File: config.mk
export PLATFORM = sky130hd
export DESIGN_NAME = instr_cache_flat
export DESIGN_NICKNAME = d
export VERILOG_FILES = /design/src/rtl/instr_cache_if.sv /design/src/rtl/instr_cache.sv /design/src/flat_wrapper.sv
export SDC_FILE = /design/constraint.sdc
export NUM_CORES = 2
export LEC_CHECK = 0
export CAP_MARGIN = 15
export CORE_MARGIN = 2
export CORE_UTILIZATION = 30
export DETAILED_ROUTE_END_ITERATION = 12
export DONT_BUFFER_PORTS = 1
export PLACE_DENSITY = 0.42
export SETUP_SLACK_MARGIN = 0.05
export SYNTH_ARGS = -nofsm -noshare
export SYNTH_HDL_FRONTEND = slang
export SYNTH_SLANG_ARGS = --single-unit
File: constraint.sdc
create_clock -name clk -period 6.9 [get_ports clk]
set_clock_uncertainty 0.05 [all_clocks]
set_input_delay 0.69 -clock clk [delete_from_list [all_inputs] [get_ports clk]]
set_output_delay 0.69 -clock clk [all_outputs]
set_load 0.01 [all_outputs]
File: src/rtl/instr_cache_if.sv
// instr_cache_if: bundle of the fetch-side and memory-side signals of the
// instruction cache.
//
// Handshake rules:
//   if_req/if_pc : IF asserts if_req with a word-aligned if_pc. Once the cache
//                  has taken a miss, IF holds both stable until if_valid.
//   if_valid     : one-cycle pulse; if_instr holds the instruction for the
//                  accepted request in that cycle.
//   mem_fet_ena  : held high from the miss until the edge that samples the
//                  controller's one-cycle mem_valid pulse. mem_addr is stable
//                  the whole time mem_fet_ena is high.
//   flush        : level, sampled every cycle; invalidates all lines.
//
// Modports: slave = the cache, master = the IF stage plus memory controller
// side (the testbench).
interface instr_cache_if;
  logic        flush;
  logic        if_req;
  logic [31:0] if_pc;
  logic        if_valid;
  logic [31:0] if_instr;
  logic        mem_fet_ena;
  logic [31:0] mem_addr;
  logic        mem_valid;
  logic [31:0] mem_data;

  modport slave (
    input  flush, if_req, if_pc, mem_valid, mem_data,
    output if_valid, if_instr, mem_fet_ena, mem_addr
  );

  modport master (
    output flush, if_req, if_pc, mem_valid, mem_data,
    input  if_valid, if_instr, mem_fet_ena, mem_addr
  );
endinterface

File: src/rtl/instr_cache.sv
// instr_cache: direct-mapped, read-only instruction cache with one 32-bit
// word per line. Hits answer one cycle after the request; misses fetch the
// word from the memory controller, fill the line and forward the word.
// A flush invalidates all lines and discards any outstanding response.
//
// Ports:
//   clk, rst     clock; synchronous active-high reset (wins over rdy)
//   rdy          global ready; low freezes all state and outputs
//   bus          instr_cache_if.slave (IF request/response, memory fetch)
//   dbg_state_o  current FSM state (IDLE=0, MISS=1, DROP=2)
module instr_cache #(
  parameter int INDEX_W = 6
) (
  input  logic          clk,
  input  logic          rst,
  input  logic          rdy,
  instr_cache_if.slave  bus,
  output logic [1:0]    dbg_state_o
);
  localparam int LINES = 1 << INDEX_W;
  localparam int TAG_W = 32 - INDEX_W - 2;

  typedef enum logic [1:0] {
    IDLE = 2'd0,  // accepting requests
    MISS = 2'd1,  // fetch outstanding, response wanted
    DROP = 2'd2   // fetch outstanding, response discarded
  } state_t;

  state_t            state_q, state_d;
  logic [LINES-1:0]  valid_q;
  logic [TAG_W-1:0]  tag_q  [LINES];
  logic [31:0]       data_q [LINES];

  logic              if_valid_q, if_valid_d;
  logic [31:0]       if_instr_q, if_instr_d;
  logic              fet_q, fet_d;
  logic [31:0]       addr_q, addr_d;
  logic              fill_en;

  logic [INDEX_W-1:0] req_idx, fill_idx;
  logic [TAG_W-1:0]   req_tag, fill_tag;
  logic               hit;

  assign req_idx = bus.if_pc[INDEX_W+1:2];
  assign req_tag = bus.if_pc[31:INDEX_W+2];
  assign hit     = valid_q[req_idx] && (tag_q[req_idx] == req_tag);

  // mem_addr only changes on IDLE->MISS, so it doubles as the latched
  // index/tag of the outstanding miss.
  assign fill_idx = addr_q[INDEX_W+1:2];
  assign fill_tag = addr_q[31:INDEX_W+2];

  // Word-offset bits carry no information for word-aligned fetches.
  logic unused_bits;
  assign unused_bits = ^{bus.if_pc[1:0], addr_q[1:0]};

  always_comb begin
    state_d    = state_q;
    if_valid_d = 1'b0;
    if_instr_d = if_instr_q;
    fet_d      = fet_q;
    addr_d     = addr_q;
    fill_en    = 1'b0;
    unique case (state_q)
      IDLE: begin
        // A flush cycle serves nothing, not even a hit.
        if (bus.if_req && !bus.flush) begin
          if (hit) begin
            if_valid_d = 1'b1;
            if_instr_d = data_q[req_idx];
          end else begin
            fet_d   = 1'b1;
            addr_d  = bus.if_pc;
            state_d = MISS;
          end
        end
      end
      MISS: begin
        if (bus.mem_valid) begin
          fet_d   = 1'b0;
          state_d = IDLE;
          if (!bus.flush) begin
            fill_en    = 1'b1;
            if_valid_d = 1'b1;
            if_instr_d = bus.mem_data;
          end
        end else if (bus.flush) begin
          // The controller cannot cancel an accepted fetch: keep
          // mem_fet_ena high and throw the word away when it arrives.
          state_d = DROP;
        end
      end
      DROP: begin
        if (bus.mem_valid) begin
          fet_d   = 1'b0;
          state_d = IDLE;
        end
      end
      default: state_d = IDLE;
    endcase
  end

  always_ff @(posedge clk) begin
    if (rst) begin
      state_q    <= IDLE;
      valid_q    <= '0;
      if_valid_q <= 1'b0;
      if_instr_q <= '0;
      fet_q      <= 1'b0;
      addr_q     <= '0;
    end else if (rdy) begin
      state_q    <= state_d;
      if_valid_q <= if_valid_d;
      if_instr_q <= if_instr_d;
      fet_q      <= fet_d;
      addr_q     <= addr_d;
      if (bus.flush) begin
        valid_q <= '0;
      end else if (fill_en) begin
        valid_q[fill_idx] <= 1'b1;
      end
    end
  end

  // Tag/data need no reset: they are qualified by valid_q.
  always_ff @(posedge clk) begin
    if (!rst && rdy && fill_en) begin
      tag_q[fill_idx]  <= fill_tag;
      data_q[fill_idx] <= bus.mem_data;
    end
  end

  assign bus.if_valid    = if_valid_q;
  assign bus.if_instr    = if_instr_q;
  assign bus.mem_fet_ena = fet_q;
  assign bus.mem_addr    = addr_q;
  assign dbg_state_o     = state_q;
endmodule

File: src/flat_wrapper.sv
// flat-port wrapper written by rule: the top's interface ports become plain ports
module instr_cache_flat 
#(
  parameter int INDEX_W = 6
)
  (clk, rst, rdy, dbg_state_o, bus_flush, bus_if_req, bus_if_pc, bus_mem_valid, bus_mem_data, bus_if_valid, bus_if_instr, bus_mem_fet_ena, bus_mem_addr);
  instr_cache_if bus_i ();
  input  logic clk;
  input  logic rst;
  input  logic rdy;
  output logic [1:0] dbg_state_o;
  input wire logic [$bits(bus_i.flush)-1:0] bus_flush;
  input wire logic [$bits(bus_i.if_req)-1:0] bus_if_req;
  input wire logic [$bits(bus_i.if_pc)-1:0] bus_if_pc;
  input wire logic [$bits(bus_i.mem_valid)-1:0] bus_mem_valid;
  input wire logic [$bits(bus_i.mem_data)-1:0] bus_mem_data;
  output wire logic [$bits(bus_i.if_valid)-1:0] bus_if_valid;
  output wire logic [$bits(bus_i.if_instr)-1:0] bus_if_instr;
  output wire logic [$bits(bus_i.mem_fet_ena)-1:0] bus_mem_fet_ena;
  output wire logic [$bits(bus_i.mem_addr)-1:0] bus_mem_addr;
  assign bus_i.flush = bus_flush;
  assign bus_i.if_req = bus_if_req;
  assign bus_i.if_pc = bus_if_pc;
  assign bus_i.mem_valid = bus_mem_valid;
  assign bus_i.mem_data = bus_mem_data;
  assign bus_if_valid = bus_i.if_valid;
  assign bus_if_instr = bus_i.if_instr;
  assign bus_mem_fet_ena = bus_i.mem_fet_ena;
  assign bus_mem_addr = bus_i.mem_addr;
  instr_cache #(.INDEX_W(INDEX_W)) u_core (.clk(clk), .rst(rst), .rdy(rdy), .bus(bus_i), .dbg_state_o(dbg_state_o));
endmodule
**Word level (Yosys, flattened, before mapping)**

Memory sizes are Yosys's and may differ from the RTL's.
Cells that the tools add are included.

- Flip-flop bits (word level): 132
- Bits in writable memories: 3584
- Output and inout bits: 68
- Word-level logic and storage cells: 70
- Memories: 2

Memories:

| memory | words | width | rd ports | clocked after Yosys merged registers in | wr ports | line | source |
|---|---|---|---|---|---|---|---|
| u_core.data_q | 64 | 32 | 1 | 0 | 1 | instr_cache.sv:32 | `logic [31:0] data_q [LINES];` |
| u_core.tag_q | 64 | 24 | 1 | 0 | 1 | instr_cache.sv:31 | `logic [TAG_W-1:0] tag_q [LINES];` |

- $lt $le $gt $ge: 3
- Equal/unequal tests: 11
- Mux-type cells: 29
- Bitwise operators: 2
- Reduce and logical (&&, ||, !) cells: 17

Operators by type and width:

| cell | number |
|---|---|
| 2-to-1 mux 32 bit | 4 |
| 2-to-1 mux 64 bit | 2 |
| bitwise OR 64 bit | 1 |
| case mux 32 bit (2 select lines) | 1 |
| == test 24 bit | 1 |
| less-than comparator 6 x 7 -> 1 bit (second input constant) | 2 |
| 2-to-1 mux 1 bit | 12 |
| 2-to-1 mux 2 bit | 5 |
| AND reduction 5 bit | 2 |
| != test 2 bit (second input constant) | 4 |
| binary-select mux 1 bit (select 6 bit) | 1 |
| demux 1 bit (select 6 bit) | 1 |
| >= comparator 6 x 1 -> 1 bit (second input constant) | 1 |
| != test 2 x 1 -> 1 bit (second input constant) | 3 |
| case mux 2 bit (3 select lines) | 1 |
| AND reduction 6 bit | 1 |
| nonzero test 2 bit | 3 |
| logical AND 1 bit | 5 |
| case mux 1 bit (2 select lines) | 2 |
| AND reduction 4 bit | 1 |
| != test 3 bit (second input constant) | 1 |
| == test 2 x 1 -> 1 bit (second input constant) | 1 |
| == test 2 bit (second input constant) | 1 |
| zero test 1 bit | 2 |
| other kinds (4) | 4 |

**Logic depth before layout (Yosys ltp)**

- Word-level depth: 7
- Gate-level depth with buffers: 21
- Mapped depth without buffers: 10

**Worst setup path before layout**

OpenSTA, ideal clock, no wires.

- Path kind: input to register
- Start: in bus_if_pc[2]
- End: reg u_core.if_instr_q[29] (netlist: u_core.bus.if_instr[29])
- Data arrival time: 4.388 ns
- Setup slack: 2.339 ns
- Cell stages on the path: 16
- Path buffers: 10
- Cells stage by stage: buf_6 buf_8 buf_12 buf_12 buf_12 buf_8 buf_6 buf_6 buf_6 buf_1 mux4_2 mux4_2 mux4_2 mux2i_1 nor2_1 mux2_1

- Cells in the longest elaborated chain, start to end: 5
- Elaborated cells on any way between the ends: 11
- Classes of those cells: eq/ne (2); mux (5); reduce/logical (2); memory (2)

Ends and longest elaborated chain:

| what | line | source |
|---|---|---|
| from (decl) | flat_wrapper.sv:14 | `input wire logic [$bits(bus_i.if_pc)-1:0] bus_if_pc;` |
| memory read (64 x 24 bit) / binary-select mux 1 bit (select 6 bit) (equally long branches) | - |  |
| == test 24 bit / 2-to-1 mux 1 bit (equally long branches) | instr_cache.sv:46 | `assign hit = valid_q[req_idx] && (tag_q[req_idx] == req_tag);` |
| logical AND 1 bit | instr_cache.sv:46 |  |
| != test 2 x 1 -> 1 bit (no line) | - |  |
| AND reduction 6 bit (no line) | - |  |
| to (signal assigned) | instr_cache.sv:114 | `if_instr_q <= if_instr_d;` |
| to (decl) | instr_cache.sv:35 | `logic [31:0] if_instr_q, if_instr_d;` |

Parallel ways exist; a longest one is shown, timed or not. The select of a mux whose other input is x is not followed.
A chain may end at the register's enable or synchronous reset.

**Worst setup path in the final report**

- Start: in bus_if_pc[2]
- End: reg u_core.state_q[0] (netlist: u_core.dbg_state_o[0])

- Cells in the longest elaborated chain, start to end: 5
- Elaborated cells on any way between the ends: 7
- Classes of those cells: eq/ne (2); mux (2); reduce/logical (2); memory (1)

Ends and longest elaborated chain:

| what | line | source |
|---|---|---|
| memory read (64 x 24 bit) / binary-select mux 1 bit (select 6 bit) (equally long branches) | - |  |
| == test 24 bit / 2-to-1 mux 1 bit (equally long branches) | instr_cache.sv:46 |  |
| logical AND 1 bit * | instr_cache.sv:46 |  |
| != test 2 bit (no line) * | - |  |
| AND reduction 5 bit (no line) * | - |  |
| to (signal assigned) | instr_cache.sv:112 | `state_q <= state_d;` |
| to (decl) | instr_cache.sv:29 | `state_t state_q, state_d;` |

Every way passes the cells marked *; elsewhere a longest branch is shown, timed or not. The select of a mux whose other input is x is not followed.

==> key figures <==
Outcome
  • Status: complete, but fails checks
  • Failing checks: max-slew violations

Layout
  • Area growth syn-to-layout: 17.09%
  • Fin nets: 6727
  • Layout cell share with drive strength beyond 1: 28.61%

Timing
  • Final Critical Period: 5.774 ns
  • Max Freq: 173.2 MHz
  • Final setup TNS: 0 ns
  • RSZ-0062 raised after global routing: false
  • Hold Slack: roughly 0.11 ns
  • Setup violations, final: 0
  • Slew Limit Headroom: -16.52%
  • Final period util: a little over four fifths
  • Final hold violation count: 0
  • Final Max Slew Viols: 135
  • Measured slew at the worst slew-check pin: around 1.7 ns

Placement
  • HPWL Detailed: 249.2 mm
  • I/O Buffers: 0
  • GPL Wtd Cong: 0.7411

Clock network
  • Clock Latency Late Sink: 1.01 ns
  • Post-CTS Setup Inserts: 0
  • CTS resizes: 0
  • Clk sink count: 3716
  • H-tree levels: 5
  • Root buffer selected by CTS: clkbuf_16
  • TritonCTS Buffers: 403
  • Max clock buf depth: 4
  • TritonCTS clock tree: yes
  • Worst-path clk slew: 0.06 ns
  • Hold-fix buffers at CTS: 102

Route
  • First-pass DRT Iterations: 6
  • Residual DRC: 0
  • DR WL/cell: roughly 38 um
  • Post-Route WL: 502.4 mm
  • Vias/cell: 5.347
  • Vias: approximately 71k
  • 1st-iter DRT viols: 8933
  • Post-DRT Antenna Nets: 0

Synth
  • Main flop type after synthesis: edfxtp_1
  • Syn. warnings: 0
  • Syn avg cell area: 22.83 um^2
  • Mux contribution to synthesized area: between 10% and 20%
  • Cell Area, Synth: 0.1426 mm^2
  • Cells after synthesis: 6243
  • Synth top area share: between 70% and 80%
  • Synthesized-area fraction occupied by adder cells: 0.02633%
  • Post-Synth Simple-Gate Area: 1.781%
  • Number of synthesized flops with an enable pin: 3584
  • Syn Nets: 6316
  • Largest family of logic cells by synthesized area: multiplexers
  • Largest cells by area after synthesis: edfxtp_1, mux4_2, dfxtp_1
  • XOR/XNOR Fraction of Synth Area: 0.1352%
  • Compound-gate portion of the synthesized area: 1.521%
  • Cell accounting for the most synthesized area: edfxtp_1
  • Most numerous cell in the Yosys netlist: edfxtp_1
  • Sequential element share of the synthesized area: 77.35%
  • Distinct cells, synth: between 70 and 80
  • Synth async-reset ratio: 0%
  • Top cells by count, synth: edfxtp_1, mux4_2, nor2_1
  • Synthesized flop and latch total: 3716

Flow run
  • Max-cap violation count: 0

Critical path
  • Reg-to-reg startpoint: u_core.dbg_state_o[0]
  • Worst flop-to-flop path endpoint: u_core.data_q[45][17]
  • Worst Path Required: 7.77 ns
  • Critical path launch point type: primary input
  • Flop2flop setup slack: 1.82 ns
  • CP Class: in -> reg
  • Worst Path Max Fanout: around 120
  • WP data arrival: around 6.6 ns
  • Reg2Reg Depth: 6
  • CP Capture Type: flop

Power
  • Flop pwr share: between 50% and 60%
  • Power Internal: roughly 38 mW
  • Tot Pwr: roughly 48 mW
  • Logic pwr share: 4.0%
  • Switching portion of total power: 21.16%
  • Static leakage: about 50 nW
  • PD cells: slightly below 300 mW/mm^2
  • Clock power share: ~45%
  • Sw Pwr: a little over 10 mW
  • Peak supply drop: 0.2154 mV

GRT
  • Vias in the first global route: about 70k
  • Initial antenna violation count: 36
  • Largest net degree at the start of global routing: between 300 and 400
  • Tot GR Track Use: 20.48%
  • Global route overflow: 0
  • First-pass GRT wire length: 667.6 mm

Hold path
  • Worst Hold End: u_core.bus.mem_fet_ena
  • Min-Delay Path Depth: 3
  • Worst hold start: bus_if_req
  • Hold WC Path Type: in -> reg

Die
  • Top Ports: 138
  • Core area: 0.4739 mm^2
  • Die H: 693.3 um
  • Die W: 693.3 um
  • Rows: ~250
  • Full die area: about 0.48 mm^2
  • Starting Density: a little under a third
worst max-delay path, cell delays in order:
cell           delay (ns)
buf_16               0.28
buf_16               0.50
buf_16               0.56
buf_16               0.68
mux4_2               0.61
mux4_2               0.49
mux2i_1              0.24
nand2b_1             0.14
o311ai_0             0.15
o311a_1              0.18
and4_1               0.24
nand2_2              0.20
o21ai_0              0.15
a211oi_1             0.30
dlygate4sd3_1        0.60
stage by stage:
stage | cell area [um^2] | utilization (%) | cells | setup slack, ns
after CTS | 166900 | 35.21 | 13230 | 1.259
after detailed placement | 152400 | 32.16 | 12390 | 0.2781
after floorplan | 142600 | - | 6243 | 2.339
final | 166900 | 35.22 | 13240 | 1.126
after global placement | 152200 | 32.12 | 12390 | 0.1544
after global routing | 166900 | 35.22 | 13240 | 0.6913
how the worst max path moves through the flow:
stage / start / to / slack, ns / cells past startpoint
global route: bus_if_pc[2] / u_core.dbg_state_o[0] / 0.69 / 15
floorplan: bus_if_pc[2] / u_core.bus.if_instr[29] / 2.34 / 16
global placement: bus_if_pc[2] / u_core.bus.mem_addr[0] / 0.15 / 15
CTS: bus_if_pc[2] / u_core.dbg_state_o[0] / 1.26 / 15
finish: bus_if_pc[2] / u_core.dbg_state_o[0] / 1.13 / 15
detailed placement: bus_if_pc[2] / u_core.bus.if_instr[12] / 0.28 / 10
area by class of cell:
class	instances	area (um^2)
flip-flops and latches	3716	110300
diodes	11	27.53
clock inverters	210	2001
fillers	43510	307000
repair buffers	344	4842
clock buffers	525	10920
inverters	12	52.55
multi-input cells	2177	30960
well taps	6247	7816
cells by family after synthesis:
logic type,Yosys count
AOI/OAI and AO/OA,330
buffers and inverters,350
DFF,3716
xor gates and xnor gates,22
and+or+nand+nor,561
muxes,1261
adders and majority gates,3
flip-flops by register name, summed over array words and instances (netlist names):
name / cells
u_core.bus.mem_addr: 32
u_core.bus.mem_fet_ena: 1
u_core.bus.if_valid: 1
u_core.bus.if_instr: 32
u_core.dbg_state_o: 2
u_core.valid_q: 64
u_core.tag_q: 1536
u_core.data_q: 2048
layout by cell type (no fill, tap or decap), types with 24 or more instances in the layout:
master / count
mux4_2: 1023
o22ai_1: 62
dlygate4sd3_1: 69
buf_4: 134
mux2_2: 37
clkinv_1: 88
a21oi_1: 98
buf_16: 43
buf_12: 98
clkbuf_16: 413
nand2_1: 166
a22oi_1: 27
nor2_4: 64
clkinv_2: 70
bufinv_16: 36
dfxtp_1: 108
mux2i_1: 187
nor2b_1: 54
clkbuf_1: 96
o21ai_0: 28
dfxtp_2: 24
edfxtp_1: 3584
nor2_1: 154
per-layer routing:
metal | vias up | GRT usage, % | part of all wire [%]
li1 | 27410 | - | -
met2 | 2437 | 33.98 | 49
met3 | 564 | 3.030 | 5.8
met1 | 40380 | 28.71 | 43
met5 | - | 0 | 0.023
met4 | 18 | 4.102 | 2.0
power groups by stage:
stage,combinational [mW],sequential [mW],clock [mW]
final,1.92,24.7,21.5
after CTS,1.94,24.7,21.9
after global placement,1.63,25.2,0
after floorplan,1.17,25.2,0
after global routing,2.03,24.7,22.7
after detailed placement,1.64,25.2,0
Power figures use the tool's default switching activity.
